--- config.mk ---
export PLATFORM = sky130hd
export DESIGN_NAME = tv_gen_flat
export DESIGN_NICKNAME = d
export VERILOG_FILES = /design/src/rtl/tv_gen_if.sv /design/src/rtl/tv_gen.sv /design/src/flat_wrapper.sv
export SDC_FILE = /design/constraint.sdc
export NUM_CORES = 1
export LEC_CHECK = 0
export BUFFER_PORTS_ARGS = -buffer_cell sky130_fd_sc_hd__buf_4
export CAP_MARGIN = 25
export CORE_AREA = 3 3 40 42
export DETAILED_ROUTE_END_ITERATION = 12
export DIE_AREA = 0 0 43 45
export MAX_ROUTING_LAYER = met4
export PLACE_DENSITY_LB_ADDON = 0.25
export SETUP_SLACK_MARGIN = 0.15
export SLEW_MARGIN = 0
export SYNTH_ARGS = -nofsm -noshare
export SYNTH_HDL_FRONTEND = slang
export SYNTH_SLANG_ARGS = --single-unit
--- constraint.sdc ---
create_clock -name clk -period 3.1 [get_ports clk]
set_clock_uncertainty 0.05 [all_clocks]
set_input_delay 0.155 -clock clk [delete_from_list [all_inputs] [get_ports clk]]
set_output_delay 0.155 -clock clk [all_outputs]
set_load 0.01 [all_outputs]
--- src/rtl/tv_gen_if.sv ---
// Vector and sweep-status bundle between tv_gen (master) and the harness (slave).
// Pure wiring, no latency; no backpressure.
// The vector bits feed the unit under test; the rest serve bench alignment.
interface tv_gen_if;
    logic       in0;
    logic       in1;
    logic       in2;
    logic [2:0] vec_idx;
    logic       sweep_done;
    logic [7:0] sweep_cnt;
    logic       finished;

    modport master (
        output in0, in1, in2, vec_idx, sweep_done, sweep_cnt, finished
    );

    modport slave (
        input in0, in1, in2, vec_idx, sweep_done, sweep_cnt, finished
    );
endinterface

--- src/rtl/tv_gen.sv ---
// Exhaustive 3-bit stimulus sweep, each vector held STEP_CYCLES clocks; TV_GEN_GRAY_EN selects Gray order.
// Latency: outputs change on the advancing edge, all driven straight from registers.
// Backpressure: none; free-running until reset, or frozen on the last vector when WRAP=0.
module tv_gen #(
    parameter int STEP_CYCLES = 1,
    parameter bit WRAP        = 1'b1
) (
    input  logic     clk,
    input  logic     rst,
    tv_gen_if.master tv
);

    typedef enum logic {
        ST_RUN  = 1'b0,
        ST_STOP = 1'b1
    } state_t;

    localparam logic [7:0] HC_MAX = 8'(STEP_CYCLES - 1);

    state_t     state_q, state_d;
    logic [2:0] idx_q, idx_d;
    logic [2:0] vec_q, vec_d;
    logic [7:0] hc_q, hc_d;
    logic [7:0] cnt_q, cnt_d;
    logic       done_q, done_d;
    logic       step;

    function automatic logic [2:0] code(input logic [2:0] i);
`ifdef TV_GEN_GRAY_EN
        return i ^ (i >> 1);
`else
        return i;
`endif
    endfunction

    assign step = (state_q == ST_RUN) && (hc_q >= HC_MAX);

    always_ff @(posedge clk) begin
        if (!rst) begin
            state_q <= ST_RUN;
            idx_q   <= 3'd0;
            vec_q   <= 3'd0;
            hc_q    <= 8'd0;
            cnt_q   <= 8'd0;
            done_q  <= 1'b0;
        end else begin
            state_q <= state_d;
            idx_q   <= idx_d;
            vec_q   <= vec_d;
            hc_q    <= hc_d;
            cnt_q   <= cnt_d;
            done_q  <= done_d;
        end
    end

    always_comb begin
        state_d = state_q;
        if (step && (idx_q == 3'd7) && !WRAP) begin
            state_d = ST_STOP;
        end
    end

    // The vector is re-encoded from the next index so in0..in2 leave a flop, not a decoder.
    always_comb begin
        idx_d  = idx_q;
        hc_d   = hc_q;
        cnt_d  = cnt_q;
        done_d = 1'b0;
        if (state_q == ST_RUN) begin
            if (step) begin
                hc_d = 8'd0;
                if (idx_q == 3'd7) begin
                    done_d = 1'b1;
                    if (cnt_q != 8'hFF) begin
                        cnt_d = cnt_q + 8'd1;
                    end
                    idx_d = WRAP ? 3'd0 : 3'd7;
                end else begin
                    idx_d = idx_q + 3'd1;
                end
            end else begin
                hc_d = hc_q + 8'd1;
            end
        end
        vec_d = code(idx_d);
    end

    assign tv.in0        = vec_q[0];
    assign tv.in1        = vec_q[1];
    assign tv.in2        = vec_q[2];
    assign tv.vec_idx    = idx_q;
    assign tv.sweep_done = done_q;
    assign tv.sweep_cnt  = cnt_q;
    assign tv.finished   = (state_q == ST_STOP);

endmodule

--- src/flat_wrapper.sv ---
// flat-port wrapper written by rule: the top's interface ports become plain ports
module tv_gen_flat 
#(
    parameter int STEP_CYCLES = 1,
    parameter bit WRAP        = 1'b1
)
  (clk, rst, tv_in0, tv_in1, tv_in2, tv_vec_idx, tv_sweep_done, tv_sweep_cnt, tv_finished);
  tv_gen_if tv_i ();
  input  logic clk;
  input  logic rst;
  output wire logic [$bits(tv_i.in0)-1:0] tv_in0;
  output wire logic [$bits(tv_i.in1)-1:0] tv_in1;
  output wire logic [$bits(tv_i.in2)-1:0] tv_in2;
  output wire logic [$bits(tv_i.vec_idx)-1:0] tv_vec_idx;
  output wire logic [$bits(tv_i.sweep_done)-1:0] tv_sweep_done;
  output wire logic [$bits(tv_i.sweep_cnt)-1:0] tv_sweep_cnt;
  output wire logic [$bits(tv_i.finished)-1:0] tv_finished;
  assign tv_in0 = tv_i.in0;
  assign tv_in1 = tv_i.in1;
  assign tv_in2 = tv_i.in2;
  assign tv_vec_idx = tv_i.vec_idx;
  assign tv_sweep_done = tv_i.sweep_done;
  assign tv_sweep_cnt = tv_i.sweep_cnt;
  assign tv_finished = tv_i.finished;
  tv_gen #(.STEP_CYCLES(STEP_CYCLES), .WRAP(WRAP)) u_core (.clk(clk), .rst(rst), .tv(tv_i));
endmodule
Word-level counts from Yosys, hierarchy flattened --
Cells that the tools add are included.
Storage, ports and cells: bits in registers 20, input bits 2, output and inout bits 16, logic and storage cells 17
Operators by class: add/subtract/negate cells 3, $lt $le $gt $ge 1, equality and inequality tests 2, multiplexer cells 2, bitwise gates (word level) 2, reductions and logical operators 3
Operators with widths (count):
- $add 8x1->8 const B | 2
- $ge 8x1->1 const B | 1
- $ne 8x8->1 const B | 1
- $reduce_or 2->1 | 2
- $add 3x1->3 const B | 1
- $eq 3x3->1 const B | 1
- $mux 3 | 1
- $reduce_and 3->1 | 1
- $not 1->1 | 2
- $mux 1 | 1

Longest topological paths before layout --
word-level depth 3, depth in mapped cells 6, gate-level depth less buffers 5

Worst setup path before layout --
Ideal clock, no wire load.
path kind flip-flop to flip-flop, start reg u_core.idx_q[1], in the netlist u_core.tv.vec_idx[1], end reg u_core.cnt_q[6], in the netlist u_core.tv.sweep_cnt[6], setup time 78 ps, arrival time 1372 ps, required time 2972 ps, slack 1600 ps, stages on the path, launching flop included 7, buffers on the path 1, period minus slack after synthesis 1500 ps, cell sequence dfxtp_1 -> ha_1 -> ha_1 -> buf_4 -> and3_4 -> and4bb_2 -> nor3_1
On the way: word-level cells in the longest chain between the ends 2
Ends and longest elaborated chain:
- start, declared | RTL line tv_gen.sv:21 | logic [2:0] idx_q, idx_d;
- start signal, assigned | RTL line tv_gen.sv:48 | idx_q <= idx_d;
- $eq 3x3->1
- $reduce_and 3->1 (no source line)
- end signal, assigned | RTL line tv_gen.sv:51 | cnt_q <= cnt_d;
- end, declared | RTL line tv_gen.sv:24 | logic [7:0] cnt_q, cnt_d;
No other way between the ends. A chain may end at the register's enable or synchronous reset.

Final worst setup path --
start reg u_core.idx_q[0], in the netlist u_core.tv.vec_idx[0], end reg u_core.cnt_q[5], in the netlist u_core.tv.sweep_cnt[5]
Same word-level chain as after synthesis.

==> run_summary.xml <==
<?xml version="1.0" encoding="UTF-8"?>
<metrics>
  <group name="cts">
    <metric name="clock_tree.buffer_depth" unit="">2</metric>
    <metric name="post-cts-setup-buffers" unit="">0</metric>
    <metric name="clock_tree.root_cell" unit="">sky130_fd_sc_hd__clkbuf_4</metric>
    <metric name="clk_pin_slew_worst_paths" unit="ns">0.07</metric>
    <metric name="cts.htree.levels" unit="">1</metric>
    <metric name="number_of_clock_sinks" unit="">12</metric>
    <metric name="clock_latency" unit="ns">0.27</metric>
    <metric name="postCtsResizedCells" unit="">0</metric>
    <metric name="post_cts_hold_buffer_count" unit="">0</metric>
    <metric name="cts_tree" unit="">built</metric>
    <metric name="cts_inserted_buffers" unit="">3</metric>
  </group>
  <group name="global_route">
    <metric name="gr-max-usage-layer" unit="">met2</metric>
    <metric name="grt_max_degree" unit="">11</metric>
    <metric name="grt_use_met3" unit="">0.0717</metric>
    <metric name="grt_pass1_wl" unit="um">1910</metric>
    <metric name="globalRouteOverflowTotal" unit="">0</metric>
    <metric name="grt_util_met2" unit="">0.222</metric>
    <metric name="grt.total_usage" unit="">0.141</metric>
    <metric name="vias_in_the_first_global_route" unit="">424</metric>
    <metric name="grt_antenna_before_repair" unit="">0</metric>
    <metric name="gr-usage-met1" unit="">0.152</metric>
  </group>
  <group name="sta">
    <metric name="final.period_utilization" unit="">0.517</metric>
    <metric name="achievable-frequency" unit="MHz">624</metric>
    <metric name="setup_viol_count_final" unit="">0</metric>
    <metric name="unrepaired_setup_endpoints_after_global_routing" unit="">no</metric>
    <metric name="report.final.hold_viol_count" unit="">0</metric>
    <metric name="timing_max_transition_violations_final" unit="">0</metric>
    <metric name="totalNegativeSetupSlack" unit="ns">0</metric>
    <metric name="min_period" unit="ns">1.60</metric>
    <metric name="fin_worst_hold_slack" unit="ns">0.116</metric>
  </group>
  <group name="synthesis">
    <metric name="postSynth.topFlopCell" unit="">sky130_fd_sc_hd__dfxtp_1</metric>
    <metric name="synth_enable_flop_cells" unit="">0</metric>
    <metric name="avg_cell_area_syn" unit="um2">9.72</metric>
    <metric name="synth_largest_area_cell" unit="">sky130_fd_sc_hd__dfxtp_1</metric>
    <metric name="synth.net_count" unit="">69</metric>
    <metric name="synth.top_cell.area_share" unit="">0.386</metric>
    <metric name="ys_seq_elements" unit="">12</metric>
    <metric name="synth_cell_type_count" unit="">31</metric>
    <metric name="post_synth_instance_area" unit="um2">622</metric>
    <metric name="syn_inst" unit="">64</metric>
    <metric name="synth-seq-area-share" unit="">0.386</metric>
    <metric name="async_flop_share" unit="">0</metric>
    <metric name="yosys_warnings" unit="">0</metric>
    <metric name="synth_area_leaders" unit="">sky130_fd_sc_hd__dfxtp_1, sky130_fd_sc_hd__buf_4, sky130_fd_sc_hd__ha_1, sky130_fd_sc_hd__nand2_1, sky130_fd_sc_hd__mux2i_1</metric>
  </group>
  <group name="setup_path">
    <metric name="timing.critical_path.slowest_stage_cell" unit="">sky130_fd_sc_hd__dfxtp_1</metric>
    <metric name="critPathMaxStageDelay" unit="ns">0.37</metric>
    <metric name="critical_path.n_buffers_inverters" unit="">0</metric>
    <metric name="worst_path_dominant_cell_family" unit="">adder cells</metric>
    <metric name="critPathArrivalTime" unit="ns">1.71</metric>
    <metric name="kind_of_critical_path" unit="">reg2reg</metric>
    <metric name="worst_setup_path_start_kind" unit="">flip-flop</metric>
    <metric name="endpoint_type_of_the_worst_setup_path" unit="">flip-flop</metric>
    <metric name="path_max_fanout" unit="">10</metric>
    <metric name="crit_path_cell_trace" unit="">ha_1, ha_1, nand4_1, a211oi_1, a211oi_1</metric>
    <metric name="worst_endpoint_required_time" unit="ns">3.20</metric>
  </group>
  <group name="route">
    <metric name="totalWireLength" unit="um">1190</metric>
    <metric name="drt-wirelength-per-cell" unit="um">13.2</metric>
    <metric name="drc_errors" unit="">0</metric>
    <metric name="count_of_tritonroute_iterations_in_the_first_routing_pass" unit="">3</metric>
    <metric name="route.vias.total" unit="">497</metric>
    <metric name="post_drt_via_cell_ratio" unit="">5.52</metric>
    <metric name="antenna_viol_nets_final" unit="">0</metric>
    <metric name="drtIter0Drc" unit="">9</metric>
  </group>
  <group name="placed_design">
    <metric name="placed_cells" unit="">87</metric>
    <metric name="portBuffers" unit="">16</metric>
    <metric name="dp.final_hpwl" unit="um">888</metric>
    <metric name="gp_routability_congestion" unit="">0.776</metric>
  </group>
  <group name="run_status">
    <metric name="run_status" unit="">finished, final reports clean</metric>
  </group>
  <group name="die">
    <metric name="core-area" unit="mm2">0.00128</metric>
    <metric name="dieArea" unit="mm2">0.00194</metric>
    <metric name="die_y" unit="um">45</metric>
    <metric name="floorplan.die.width" unit="um">43</metric>
    <metric name="initial_utilization" unit="">0.484</metric>
    <metric name="rows" unit="">13</metric>
    <metric name="floorplan.io_pins" unit="">18</metric>
  </group>
  <group name="cells_and_area">
    <metric name="antenna_cells" unit="">0</metric>
    <metric name="layout.cells.non_filler" unit="">90</metric>
    <metric name="finalCoreUtilization" unit="">0.562</metric>
    <metric name="area_growth" unit="%">16.1</metric>
    <metric name="post_route_cells_drive_above_1_share" unit="">0.333</metric>
    <metric name="layout.nets" unit="">82</metric>
  </group>
  <group name="pwr">
    <metric name="ir_worst_vdd" unit="uV">227</metric>
    <metric name="post-layout-total-power" unit="mW">0.278</metric>
    <metric name="static_leakage_power" unit="nW">0.300</metric>
    <metric name="cellPowerDensity" unit="mW/mm2">384</metric>
  </group>
  <group name="min_path">
    <metric name="hp-class" unit="">in2reg</metric>
  </group>
  <group name="flow_run">
    <metric name="max_cap_viol_count" unit="">0</metric>
  </group>
</metrics>
[layout by cell type, fill, tap and decap left out, drive strengths merged, types with 3 or more instances in the layout]
cell    instances
clkbuf          3
a211oi          3
buf            16
nor3            3
dfxtp          12
a21oi           4
nand2           7
ha              3
[sequential cells by signal, summed over array words and instances (netlist names)]
signal	cells
u_core.tv.sweep_cnt	8
u_core.tv.vec_idx	3
u_core.tv.sweep_done	1
[report_power, final]
group | total (mW) | switching [mW] | internal, mW
clock network | 0.0933 | 0.0483 | 0.0450
logic | 0.0237 | 0.0116 | 0.0121
registers | 0.161 | 0.00288 | 0.158
[area by class of cell]
cell class | count | area [um2]
timing repair buffer | 16 | 120
sequential | 12 | 240
tap | 15 | 18.8
inverter | 1 | 3.75
fill | 122 | 563
clock buffer | 3 | 22.5
multi-input combinational | 43 | 317
[per-stage QoR]
| step | worst slack [ns] | cell area [um2] |
|---|---|---|
| finish | 1.50 | 722 |
| global route | 1.32 | 722 |
| CTS | 1.48 | 722 |
| detailed placement | 1.49 | 699 |
| global placement | 1.54 | 699 |
| floorplan | 1.60 | 622 |
[final timing paths]
path	from	to	slack (ns)	depth (start not counted)
max	u_core.tv.vec_idx[0]	u_core.tv.sweep_cnt[5]	1.50	5
min	rst	u_core.tv.sweep_done	0.12	2
max reg2reg	u_core.tv.vec_idx[0]	u_core.tv.sweep_cnt[5]	1.50	5
min reg2reg	u_core.tv.vec_idx[0]	u_core.tv.vec_idx[0]	0.44	1
[logic make-up (layout without fill, tap and decap cells)]
kind of cell               count (synthesis)  after routing  synth area share
AOI/OAI and AO/OA                         14             14             0.181
DFF                                       12             12             0.386
buffers and inverters                      9             20             0.105
muxes                                      2              2            0.0322
other                                      1              1           0.00603
adders and majority gates                  3              3            0.0604
and+or+nand+nor                           23             23             0.229
[layer usage]
metal | wire, um | up-vias | part of all wire
met5 | 0 | - | 0
met4 | 9 | 0 | 0.0076
met3 | 95 | 2 | 0.080
met2 | 535 | 13 | 0.45
met1 | 547 | 229 | 0.46
li1 | - | 253 | -
[synthesized netlist by cell type (2+ instances only)]
cell type / number
sky130_fd_sc_hd__ha_1: 3
sky130_fd_sc_hd__mux2i_1: 2
sky130_fd_sc_hd__nand2_1: 7
sky130_fd_sc_hd__dfxtp_1: 12
sky130_fd_sc_hd__a21oi_1: 3
sky130_fd_sc_hd__buf_4: 6
sky130_fd_sc_hd__nor3b_1: 2
sky130_fd_sc_hd__and4_1: 2
sky130_fd_sc_hd__nand4_1: 2
sky130_fd_sc_hd__nor3_1: 3
sky130_fd_sc_hd__a211oi_1: 2
Note: power is estimated with default switching activity, not from simulation.
